### src/rtl/perceptron_pkg.sv
// perceptron_pkg: shared constants, class encodings and FSM states for the perceptron sequencer
package perceptron_pkg;
    localparam int N_IN = 25;
    localparam logic [1:0] CLS_CROSS = 2'b10;
    localparam logic [1:0] CLS_CIRCLE = 2'b01;
    typedef enum logic [2:0] {
        S_IDLE, S_ISSUE, S_WAIT, S_CAPTURE, S_GAP, S_EPOCH_END, S_FINISH
    } state_t;
    function automatic logic [1:0] label_cls(input logic label);
        return label ? CLS_CROSS : CLS_CIRCLE;
    endfunction
endpackage

### src/rtl/perceptron_seq_if.sv
// perceptron_seq_if: sequencer-to-perceptron link (pixel vector, enable, ready, class)
interface perceptron_seq_if;
    import perceptron_pkg::*;
    logic [N_IN-1:0] p_in;
    logic p_en;
    logic p_ready;
    logic [1:0] p_out;
    modport master (output p_in, p_en, input p_ready, p_out);
    modport slave (input p_in, p_en, output p_ready, p_out);
endinterface

### src/rtl/perceptron_seq_sample_buf.sv
// sample_buf: labelled sample store, one synchronous write port and one asynchronous read port
module sample_buf #(
    parameter int DEPTH = 8,
    parameter int W = 26
) (
    input  logic clk,
    input  logic we,
    input  logic [$clog2(DEPTH)-1:0] wa,
    input  logic [W-1:0] wd,
    input  logic [$clog2(DEPTH)-1:0] ra,
    output logic [W-1:0] rd
);
    logic [W-1:0] mem [DEPTH];
    always_ff @(posedge clk)
        if (we) mem[wa] <= wd;
    assign rd = mem[ra];
endmodule

### src/rtl/perceptron_seq.sv
// perceptron_seq: presents stored labelled samples to a perceptron over epochs and scores its answers
module perceptron_seq
    import perceptron_pkg::*;
#(
    parameter int DEPTH = 8,
    parameter int SETTLE = 6,
    parameter int TIMEOUT = 127,
    parameter int MAX_EPOCH = 16,
    localparam int AW = $clog2(DEPTH),
    localparam int CW = AW + 1,
    localparam int EW = $clog2(MAX_EPOCH) + 1,
    localparam int HW = $clog2(TIMEOUT + 1)
) (
    input  logic clk,
    input  logic rst_n,
    input  logic wr_en,
    input  logic [AW-1:0] wr_addr,
    input  logic [N_IN-1:0] wr_data,
    input  logic wr_label,
    input  logic [CW-1:0] n_samples,
    input  logic start,
    output logic busy,
    output logic done,
    output logic timeout_err,
    output logic [EW-1:0] epoch_cnt,
    output logic [CW-1:0] err_cnt,
    perceptron_seq_if.master pif,
    output logic res_valid,
    output logic [AW-1:0] res_idx,
    output logic res_match
);
    state_t state, nxt;
    logic [AW-1:0] idx, rd_addr;
    logic [CW-1:0] n_lat, run_err;
    logic [HW-1:0] hold;
    logic [N_IN:0] rd_data, smp;
    logic en, match, we, n_ok, accept, expire, last, stop, load;

    assign we = wr_en && !busy;
    // the only loads come from IDLE/EPOCH_END (entry 0) or GAP (next entry)
    assign rd_addr = state == S_GAP ? idx + 1'b1 : '0;

    sample_buf #(.DEPTH(DEPTH), .W(N_IN + 1)) u_buf (
        .clk(clk),
        .we(we),
        .wa(wr_addr),
        .wd({wr_label, wr_data}),
        .ra(rd_addr),
        .rd(rd_data)
    );

    assign n_ok = n_samples != '0 && n_samples <= CW'(DEPTH);
    assign accept = state == S_WAIT && pif.p_ready && hold >= HW'(SETTLE);
    assign expire = state == S_WAIT && !accept && hold == HW'(TIMEOUT - 1);
    assign last = {1'b0, idx} == n_lat - 1'b1;
    assign stop = run_err == '0 || epoch_cnt + 1'b1 == EW'(MAX_EPOCH);
    assign load = nxt == S_ISSUE;
    assign pif.p_en = en;
    assign pif.p_in = smp[N_IN-1:0];
    assign res_idx = idx;
    assign res_match = res_valid && match;

    always_ff @(posedge clk)
        if (!rst_n) state <= S_IDLE;
        else state <= nxt;

    always_comb begin
        nxt = state;
        busy = state != S_IDLE && state != S_FINISH;
        done = state == S_FINISH;
        res_valid = state == S_CAPTURE;
        case (state)
            S_IDLE:      nxt = start ? (n_ok ? S_ISSUE : S_FINISH) : S_IDLE;
            S_ISSUE:     nxt = S_WAIT;
            S_WAIT:      nxt = accept ? S_CAPTURE : expire ? S_FINISH : S_WAIT;
            S_CAPTURE:   nxt = S_GAP;
            S_GAP:       nxt = last ? S_EPOCH_END : S_ISSUE;
            S_EPOCH_END: nxt = stop ? S_FINISH : S_ISSUE;
            default:     nxt = S_IDLE;
        endcase
    end

    // hold counts cycles p_en has already been high, so WAIT lasts at least SETTLE cycles
    always_ff @(posedge clk) begin
        if (!rst_n) begin
            en <= 1'b0;
            smp <= '0;
            idx <= '0;
            n_lat <= '0;
            hold <= '0;
            run_err <= '0;
            match <= 1'b0;
            err_cnt <= '0;
            epoch_cnt <= '0;
            timeout_err <= 1'b0;
        end else begin
            if (state == S_IDLE && start) begin
                timeout_err <= 1'b0;
                if (n_ok) begin
                    n_lat <= n_samples;
                    epoch_cnt <= '0;
                    run_err <= '0;
                end
            end
            if (load) begin
                en <= 1'b1;
                hold <= HW'(1);
                idx <= rd_addr;
                smp <= (we && wr_addr == rd_addr) ? {wr_label, wr_data} : rd_data;
            end
            if (state == S_WAIT) hold <= &hold ? hold : hold + 1'b1;
            if (accept) match <= pif.p_out == label_cls(smp[N_IN]);
            if (state == S_CAPTURE) begin
                en <= 1'b0;
                run_err <= run_err + CW'(!match);
            end
            if (expire) begin
                en <= 1'b0;
                timeout_err <= 1'b1;
            end
            if (state == S_EPOCH_END) begin
                err_cnt <= run_err;
                epoch_cnt <= epoch_cnt + 1'b1;
                if (!stop) run_err <= '0;
            end
        end
    end
endmodule

### src/flat_wrapper.sv
// flat-port wrapper written by rule: the top's interface ports become plain ports
module perceptron_seq_flat import perceptron_pkg::*;
#(
    parameter int DEPTH = 8,
    parameter int SETTLE = 6,
    parameter int TIMEOUT = 127,
    parameter int MAX_EPOCH = 16,
    localparam int AW = $clog2(DEPTH),
    localparam int CW = AW + 1,
    localparam int EW = $clog2(MAX_EPOCH) + 1,
    localparam int HW = $clog2(TIMEOUT + 1)
)
  (clk, rst_n, wr_en, wr_addr, wr_data, wr_label, n_samples, start, busy, done, timeout_err, epoch_cnt, err_cnt, res_valid, res_idx, res_match, pif_p_in, pif_p_en, pif_p_ready, pif_p_out);
  perceptron_seq_if pif_i ();
  input  logic clk;
  input  logic rst_n;
  input  logic wr_en;
  input  logic [AW-1:0] wr_addr;
  input  logic [N_IN-1:0] wr_data;
  input  logic wr_label;
  input  logic [CW-1:0] n_samples;
  input  logic start;
  output logic busy;
  output logic done;
  output logic timeout_err;
  output logic [EW-1:0] epoch_cnt;
  output logic [CW-1:0] err_cnt;
  output logic res_valid;
  output logic [AW-1:0] res_idx;
  output logic res_match;
  output wire logic [$bits(pif_i.p_in)-1:0] pif_p_in;
  output wire logic [$bits(pif_i.p_en)-1:0] pif_p_en;
  input wire logic [$bits(pif_i.p_ready)-1:0] pif_p_ready;
  input wire logic [$bits(pif_i.p_out)-1:0] pif_p_out;
  assign pif_p_in = pif_i.p_in;
  assign pif_p_en = pif_i.p_en;
  assign pif_i.p_ready = pif_p_ready;
  assign pif_i.p_out = pif_p_out;
  perceptron_seq #(.DEPTH(DEPTH), .SETTLE(SETTLE), .TIMEOUT(TIMEOUT), .MAX_EPOCH(MAX_EPOCH)) u_core (.clk(clk), .rst_n(rst_n), .wr_en(wr_en), .wr_addr(wr_addr), .wr_data(wr_data), .wr_label(wr_label), .n_samples(n_samples), .start(start), .busy(busy), .done(done), .timeout_err(timeout_err), .epoch_cnt(epoch_cnt), .err_cnt(err_cnt), .pif(pif_i), .res_valid(res_valid), .res_idx(res_idx), .res_match(res_match));
endmodule
### config.mk
export PLATFORM = sky130hd
export DESIGN_NAME = perceptron_seq_flat
export DESIGN_NICKNAME = d
export VERILOG_FILES = /design/src/rtl/perceptron_pkg.sv /design/src/rtl/perceptron_seq_if.sv /design/src/rtl/perceptron_seq_sample_buf.sv /design/src/rtl/perceptron_seq.sv /design/src/flat_wrapper.sv
export SDC_FILE = /design/constraint.sdc
export NUM_CORES = 1
export LEC_CHECK = 0
export BUFFER_PORTS_ARGS = -buffer_cell sky130_fd_sc_hd__buf_2
export CAP_MARGIN = 20
export CORE_ASPECT_RATIO = 0.8
export CORE_MARGIN = 2
export CORE_UTILIZATION = 45
export DETAILED_ROUTE_END_ITERATION = 12
export GPL_TIMING_DRIVEN = 0
export PLACE_DENSITY = 0.69
export SLEW_MARGIN = 20
export SYNTH_ARGS = -nofsm -noshare
export SYNTH_HDL_FRONTEND = slang
export SYNTH_SLANG_ARGS = --single-unit
### constraint.sdc
create_clock -name clk -period 3.6 [get_ports clk]
set_input_delay 0.72 -clock clk [delete_from_list [all_inputs] [get_ports clk]]
set_output_delay 0.72 -clock clk [all_outputs]
set_load 0.03 [all_outputs]
==> results of run 1 <==
where the power goes:
part | switching [mW] | internal (mW)
Combinational | 0.415 | 0.235
Clock | 1.11 | 1.44
Sequential | 0.0386 | 3.42
Total | 1.56 | 5.09
sequential cells by signal, summed over array words and instances (netlist names):
signal / flops
u_core.match: 1
u_core.err_cnt: 4
u_core.run_err: 4
u_core.timeout_err: 1
u_core.hold: 7
u_core.state: 3
u_core.u_buf.mem: 208
u_core.smp: 26
u_core.n_lat: 4
u_core.res_idx: 3
u_core.epoch_cnt: 5
u_core.pif.p_en: 1
metal layers:
layer,vias up,global-route usage,wire (um)
met5,-,0,7
met4,2,0.0586,630
met3,54,0.0399,1980
met2,293,0.332,12400
met1,3599,0.294,11800
li1,3442,-,-
metrics by stage:
step | cells | hold WS [ns] | utilization | setup TNS (ns) | power [mW]
3_5_place_dp | 1237 | 0.441 | 0.506 | -0.638 | 4.17
6_report | 1288 | 0.444 | 0.540 | 0 | 6.65
2_1_floorplan | 835 | 0.439 | - | 0 | 3.93
4_1_cts | 1286 | 0.450 | 0.539 | 0 | 6.68
5_1_grt | 1287 | 0.465 | 0.540 | 0 | 6.87
3_3_place_gp | 1228 | 0.435 | 0.496 | -64.24 | 4.14
logic make-up after synthesis:
| group | Yosys count |
|---|---|
| compound gates | 204 |
| buf+inv | 93 |
| fa+ha+maj | 7 |
| mux | 34 |
| simple gates | 222 |
| flops | 267 |
| xor+xnor | 8 |
tightest hold or removal path, delay by kind of cell, from the launching register on:
family / cells / cell delay, ns
flops: 1 / 0.31
compound gates: 1 / 0.05
buf+inv: 1 / 0.04
worst max path at each step:
| stage | from | to | slack [ns] |
|---|---|---|---|
| floorplan | u_core.state[1] | u_core.u_buf.mem[1][0] | 0.40 |
| global placement | u_core.state[0] | u_core.u_buf.mem[1][13] | -1.30 |
| CTS | u_core.state[1] | u_core.smp[16] | 0.12 |
| detailed placement | wr_addr[0] | u_core.smp[23] | -0.12 |
| finish | u_core.state[1] | u_core.smp[15] | 0.18 |
| global route | u_core.state[1] | u_core.smp[14] | 0.02 |
layout make-up:
class,instances,area [sq um]
buffer,82,455
antenna,2,5.00
fill,1998,10900
tap,312,390
clock inverter,6,30.0
sequential,267,7430
timing repair buffer,90,597
multi-input combinational,475,3060
inverter,11,41.3
clock buffer,43,757
cells in the mapped netlist (13+ instances only):
library cell,count
o221ai_1,51
a31oi_1,31
a21oi_1,13
buf_4,25
dfxtp_1,59
a211oi_1,29
clkbuf_1,51
mux2i_1,32
nor2_1,28
a22oi_1,25
and2_1,30
o22ai_1,28
nand2_1,116
edfxtp_1,208
layout by cell type (no fill, tap or decap), types with 12 or more instances in the layout:
master     instances
buf_4             27
o22ai_1           28
edfxtp_1         208
nor2_1            22
a21oi_1           13
o21ai_0           12
clkbuf_1          62
nand2_1          116
a22oi_1           25
clkbuf_16         27
and2_1            30
dfxtp_1           59
a211oi_1          29
o221ai_1          51
buf_2             81
mux2i_1           32
a31oi_1           31
==> results.tsv, run 1 <==
metric	value	unit
outcome	complete, no violations	
Critical Path AT	3.87	ns
RR Startpoint	u_core.state[1]	
die area	25600	sq um
fin area	12800	sq um
mux share of post-synthesis cell area	0.0314	
reg2reg setup slack	0.18	ns
grt ovf	0	
VDD IR max	0.440	mV
relative slew slack	0.439	
largest family of logic cells by synthesized area	compound AO/OA/AOI/OAI gates	
Fmax	292	MHz
drt pass-1 iters	7	
Compound-Gate Fraction of Synth Area	0.135	
RSZ-0062 raised after global routing	no	
critical path's top delay family	simple AND/OR/NAND/NOR gates	
Synth Area per Inst	13.1	sq um
postcts setup bufs	0	
hold path depth	2	
post-route setup slack	0.181	ns
Via density	5.74	
GRT Total Usage	0.208	
Synth Cell Area	10900	sq um
Power Density	521	nW/um^2
pre-CTS WS	-0.119	ns
hold_buf cts	0	
Ports	83	
final net count	1001	
crit path buf inv count	3	
Worst-Margin Slew	0.837	ns
total clock sinks	267	
crit-path cells	buf_6 > nor2b_1 > or4_1 > or3_1 > clkbuf_1 > nand2_1 > clkbuf_1 > o221ai_1 > mux2i_1	
CP Max Fanout	10	
drt drc	0	
DRT iter0 DRCs	863	
drt wl/cell	20.8	um
vias in the first global route	7057	
# H-tree levels	1	
Post-Synthesis Cells	835	
Longest Clk Path Bufs	3	
post-synth top area share	0.571	
R2R depth	9	
Synth Net Count	882	
critical path's most frequent cell	clkbuf_1	
Critical Path Start Type	flip-flop	
total CTS buffers	27	
final hold violations	0	
area leader, netlist	edfxtp_1	
initial antenna violation count	3	
Post-DP HPWL	17700	um
final slew viol count	0	
Synth Area in Simple Gates	0.0947	
hold endpoint	u_core.pif.p_en	
total core area	23600	sq um
Post-synth EDFFs	208	
CP required	4.05	ns
worst-skew pair later-pin latency	0.53	ns
# setup viols final	0	
Synth Area in Adders	0.00801	
Vias	7390	
max_cap viols	0	
FFs w/ async S/R, synth	0	
CTS tree	done	
worst flop-to-flop path endpoint	u_core.smp[15]	
Clock Root Buffer	clkbuf_16	
WS Path Type	reg -> reg	
post-synthesis register bit count	267	
largest net degree at the start of global routing	27	
clk slew on worst S/H paths	0.06	ns
Seq/Total Area, Yosys	0.680	
layout cells sized above 1	0.177	
Layout area overhead	16.8	%
Resized cells post-CTS	0	
IO Port Bufs	81	
post-synthesis xor/xnor area fraction	0.00641	
Site Rows	50	
hold_sp	u_core.pif.p_en	
initial cell density of the core	0.462	
critical path depth	9	
DP Area	12000	sq um
critical path endpoint category	flip-flop	
period utilization	0.950	
DIE HEIGHT	143	um
synth unique cells	51	
slowest cell on the critical path	or4_1	
leakage power	4.58	nW
crit path time final	3.42	ns
Main synth FF type	edfxtp_1	
Routed Antenna Nets	0	
gp weighted congestion	0.851	
Die X-Extent	178	um
top cells by area, synth	edfxtp_1, dfxtp_1, o221ai_1, nand2_1, mux2i_1	
Min-Delay Path Class	reg -> reg	
CP peak stage delay	0.70	ns
Setup Skew	0.0112	ns
Syn. warnings	0	
first-pass GRT wire length	40400	um
drt total wl	26700	um
Power figures use the tool's default switching activity.
==> run 2: changes to the inputs <==
PLACE_DENSITY = 0.68   (was 0.69)
SYNTH_HIERARCHICAL = 1   (was unset)
==> results.tsv, run 2 <==
metric	value	unit	change
total CTS buffers	26		-3.7%
first-pass GRT wire length	38900	um	-3.6%
GRT Total Usage	0.193		-0.0149
filler cell count	2038		+2.0%
largest net degree at the start of global routing	20		-26%
setup_tns	0	ns	unchanged
relative slew slack	0.451		+0.0120
drt drc	0		unchanged
total clock sinks	267		unchanged
die area	26600	sq um	+4.2%
Post-DP HPWL	16700	um	-5.7%
Largest Register	u_core/u_buf/mem		
DRT iter0 DRCs	615		-29%
DP Area	12500	sq um	+4.3%
worst-skew pair later-pin latency	0.55	ns	+0.02 ns
clk slew on worst S/H paths	0.06	ns	about the same
vias in the first global route	6442		-8.7%
max_cap viols	0		unchanged
Post-Synthesis Cells	695		-17%
crit path time final	3.41	ns	-0.0120 ns
hold path depth	3		+1
Via density	5.60		-2.5%
fin area	13300	sq um	+4.4%
dpl cells	1114		-9.9%
cell with the most instances after synthesis	edfxtp_1		
# H-tree levels	1		unchanged
layout cells sized above 1	0.293		+0.116
Int Pwr	5.38	mW	+5.6%
Layout area overhead	16.9	%	about the same
initial antenna violation count	3		unchanged
Critical Path AT	3.81	ns	-0.06 ns
sequential group share of total power	0.492		-0.028
leakage power	4.76	nW	+3.9%
Setup Skew	0.0262	ns	+0.0150 ns
CP required	4.00	ns	-0.05 ns
area of the multi-input gates	3520	sq um	+15%
post-route insts no fill	1161		-9.9%
most frequent cells in the layout	edfxtp_1, buf_2, dfxtp_1, a21oi_1, mux4_1		
Seq/Total Area, Yosys	0.652		-0.0278
VDD IR max	0.514	mV	+17%
outcome	complete, no violations		
top flop regs	u_core/u_buf/mem: 208 flops, u_core/smp: 26 flops, u_core/hold: 7 flops		
CP Max Fanout	10		unchanged
drt pass-1 iters	5		-2
synth unique cells	54		+5.9%
final slew viol count	0		unchanged
Clock Root Buffer	clkbuf_16		
post-synth top area share	0.548		-0.0234
top cells by area, synth	edfxtp_1, mux4_1, dfxtp_1, mux2i_1, mux2_2		
initial cell density of the core	0.454		-0.00840
IO Port Bufs	81		unchanged
postcts setup bufs	0		unchanged
combinational power share	0.137		+0.039
final hold violations	0		unchanged
WS Path Type	reg -> reg		
Post-synth EDFFs	208		unchanged
Synth Area per Inst	16.4	sq um	+25%
grt ovf	0		unchanged
Main synth FF type	edfxtp_1		
Clk pwr share	0.371		-0.012
Switching Share	0.248		+0.0135
top post-synthesis cells by count	edfxtp_1, dfxtp_1, a21oi_1, mux4_1, buf_4		
Fmax	293	MHz	+0.35%
period utilization	0.946		-0.00334
Die X-Extent	182	um	+2.1%
Power Total	7.16	mW	+7.5%
most common cell after layout, fill and taps aside	edfxtp_1		
critical path endpoint category	flip-flop		
Largest register FFs	208		unchanged
final net count	865		-14%
post-synthesis register bit count	267		unchanged
Site Rows	52		+4.0%
hold_buf cts	0		unchanged
Vias	6497		-12%
total core area	25100	sq um	+6.2%
Seq. cell area	7430	sq um	unchanged
DIE HEIGHT	146	um	+2.1%
Ports	83		unchanged
Synth Net Count	742		-16%
RSZ-0062 raised after global routing	no		
# setup viols final	0		unchanged
drt total wl	25500	um	-4.5%
drt wl/cell	22.0	um	+5.9%
R2R depth	10		+1
Critical Path Start Type	flip-flop		
Synth Cell Area	11400	sq um	+4.3%
FFs w/ async S/R, synth	0		unchanged
Min-Delay Path Class	in -> reg		
Longest Clk Path Bufs	3		unchanged
Power Density	537	nW/um^2	+3.1%
Net Switching	1.78	mW	+14%
area leader, netlist	edfxtp_1		
Worst-Margin Slew	0.823	ns	-0.0135 ns
Resized cells post-CTS	0		unchanged
gp weighted congestion	0.862		+1.2%
Syn. warnings	6		+6
CTS tree	done		
Routed Antenna Nets	0		unchanged
run 2: changes by cell type after synthesis, moves of 14 or more:
cell,previous run,this run
nand2_1,116,32
a211oi_2,0,15
clkbuf_1,51,18
mux4_1,0,46
a31oi_1,31,4
a21oi_1,13,47
mux2_2,2,26
and2_1,30,2
a211oi_1,29,15
o22ai_1,28,0
o221ai_1,51,1
a22oi_1,25,0
run 2: power by group through the flow:
stage	Sequential [mW]	Clock [mW]	Combinational [mW]
after floorplan	3.57	0	0.676
after global placement	3.59	0	0.934
after detailed placement	3.59	0	0.977
after CTS	3.52	2.71	0.981
after global routing	3.53	2.83	1.05
final	3.52	2.65	0.979
run 2: metal layers:
layer,track usage,wire (um),up-vias
li1,-,-,2977
met1,0.294,12000,3249
met2,0.299,11400,232
met3,0.0342,1680,35
met4,0.0335,361,4
met5,0,20,-
run 2: final timing paths:
check                                        from           endpoint  slack, ns
worst min-delay path                 n_samples[0]    u_core/n_lat[0]       0.44
worst max register to register    u_core/state[1]     u_core/smp[17]       0.19
worst max-delay path              u_core/state[1]     u_core/smp[17]       0.19
worst min register to register  u_core/err_cnt[1]  u_core/err_cnt[1]       0.46
run 2: cells by family (layout without fill, tap and decap cells):
family / count (synthesis) / in the layout / share of synthesized area
fa+ha+maj: 7 / 7 / 0.00769
other cells: 0 / 1 / 0
mux: 109 / 109 / 0.171
simple gates: 113 / 113 / 0.0493
buf+inv: 79 / 220 / 0.0440
xor+xnor: 12 / 12 / 0.00922
compound gates: 108 / 108 / 0.0672
flops: 267 / 267 / 0.652
run 2: critical path, stage by stage (launching register included):
cell and delay [ns]:
dfxtp_1 0.30, buf_4 0.16, or3b_1 0.36, buf_2 0.18, nor2_1 0.16, clkbuf_1 0.37, clkbuf_1 0.65, mux4_2 0.41
mux2_2 0.27, mux2i_1 0.29, a211oi_2 0.11
run 2: metrics by stage:
| stage | worst slack (ns) | hold WS [ns] | utilization |
|---|---|---|---|
| after global placement | -1.96 | 0.443 | 0.486 |
| after global routing | 0.0507 | 0.447 | 0.530 |
| after CTS | 0.239 | 0.432 | 0.530 |
| after detailed placement | 0.257 | 0.451 | 0.497 |
| final | 0.193 | 0.441 | 0.530 |
| after floorplan | 0.387 | 0.456 | - |
run 2: final cells by class:
class,count,share of cell area
Clock inverter,8,0.00873
Multi-Input combinational cell,349,0.264
Clock buffer,38,0.0537
Tap cell,324,0.0304
Buffer,68,0.0346
Sequential cell,267,0.558
Antenna cell,1,0.000188
Timing Repair Buffer,95,0.0473
Inverter,11,0.00310
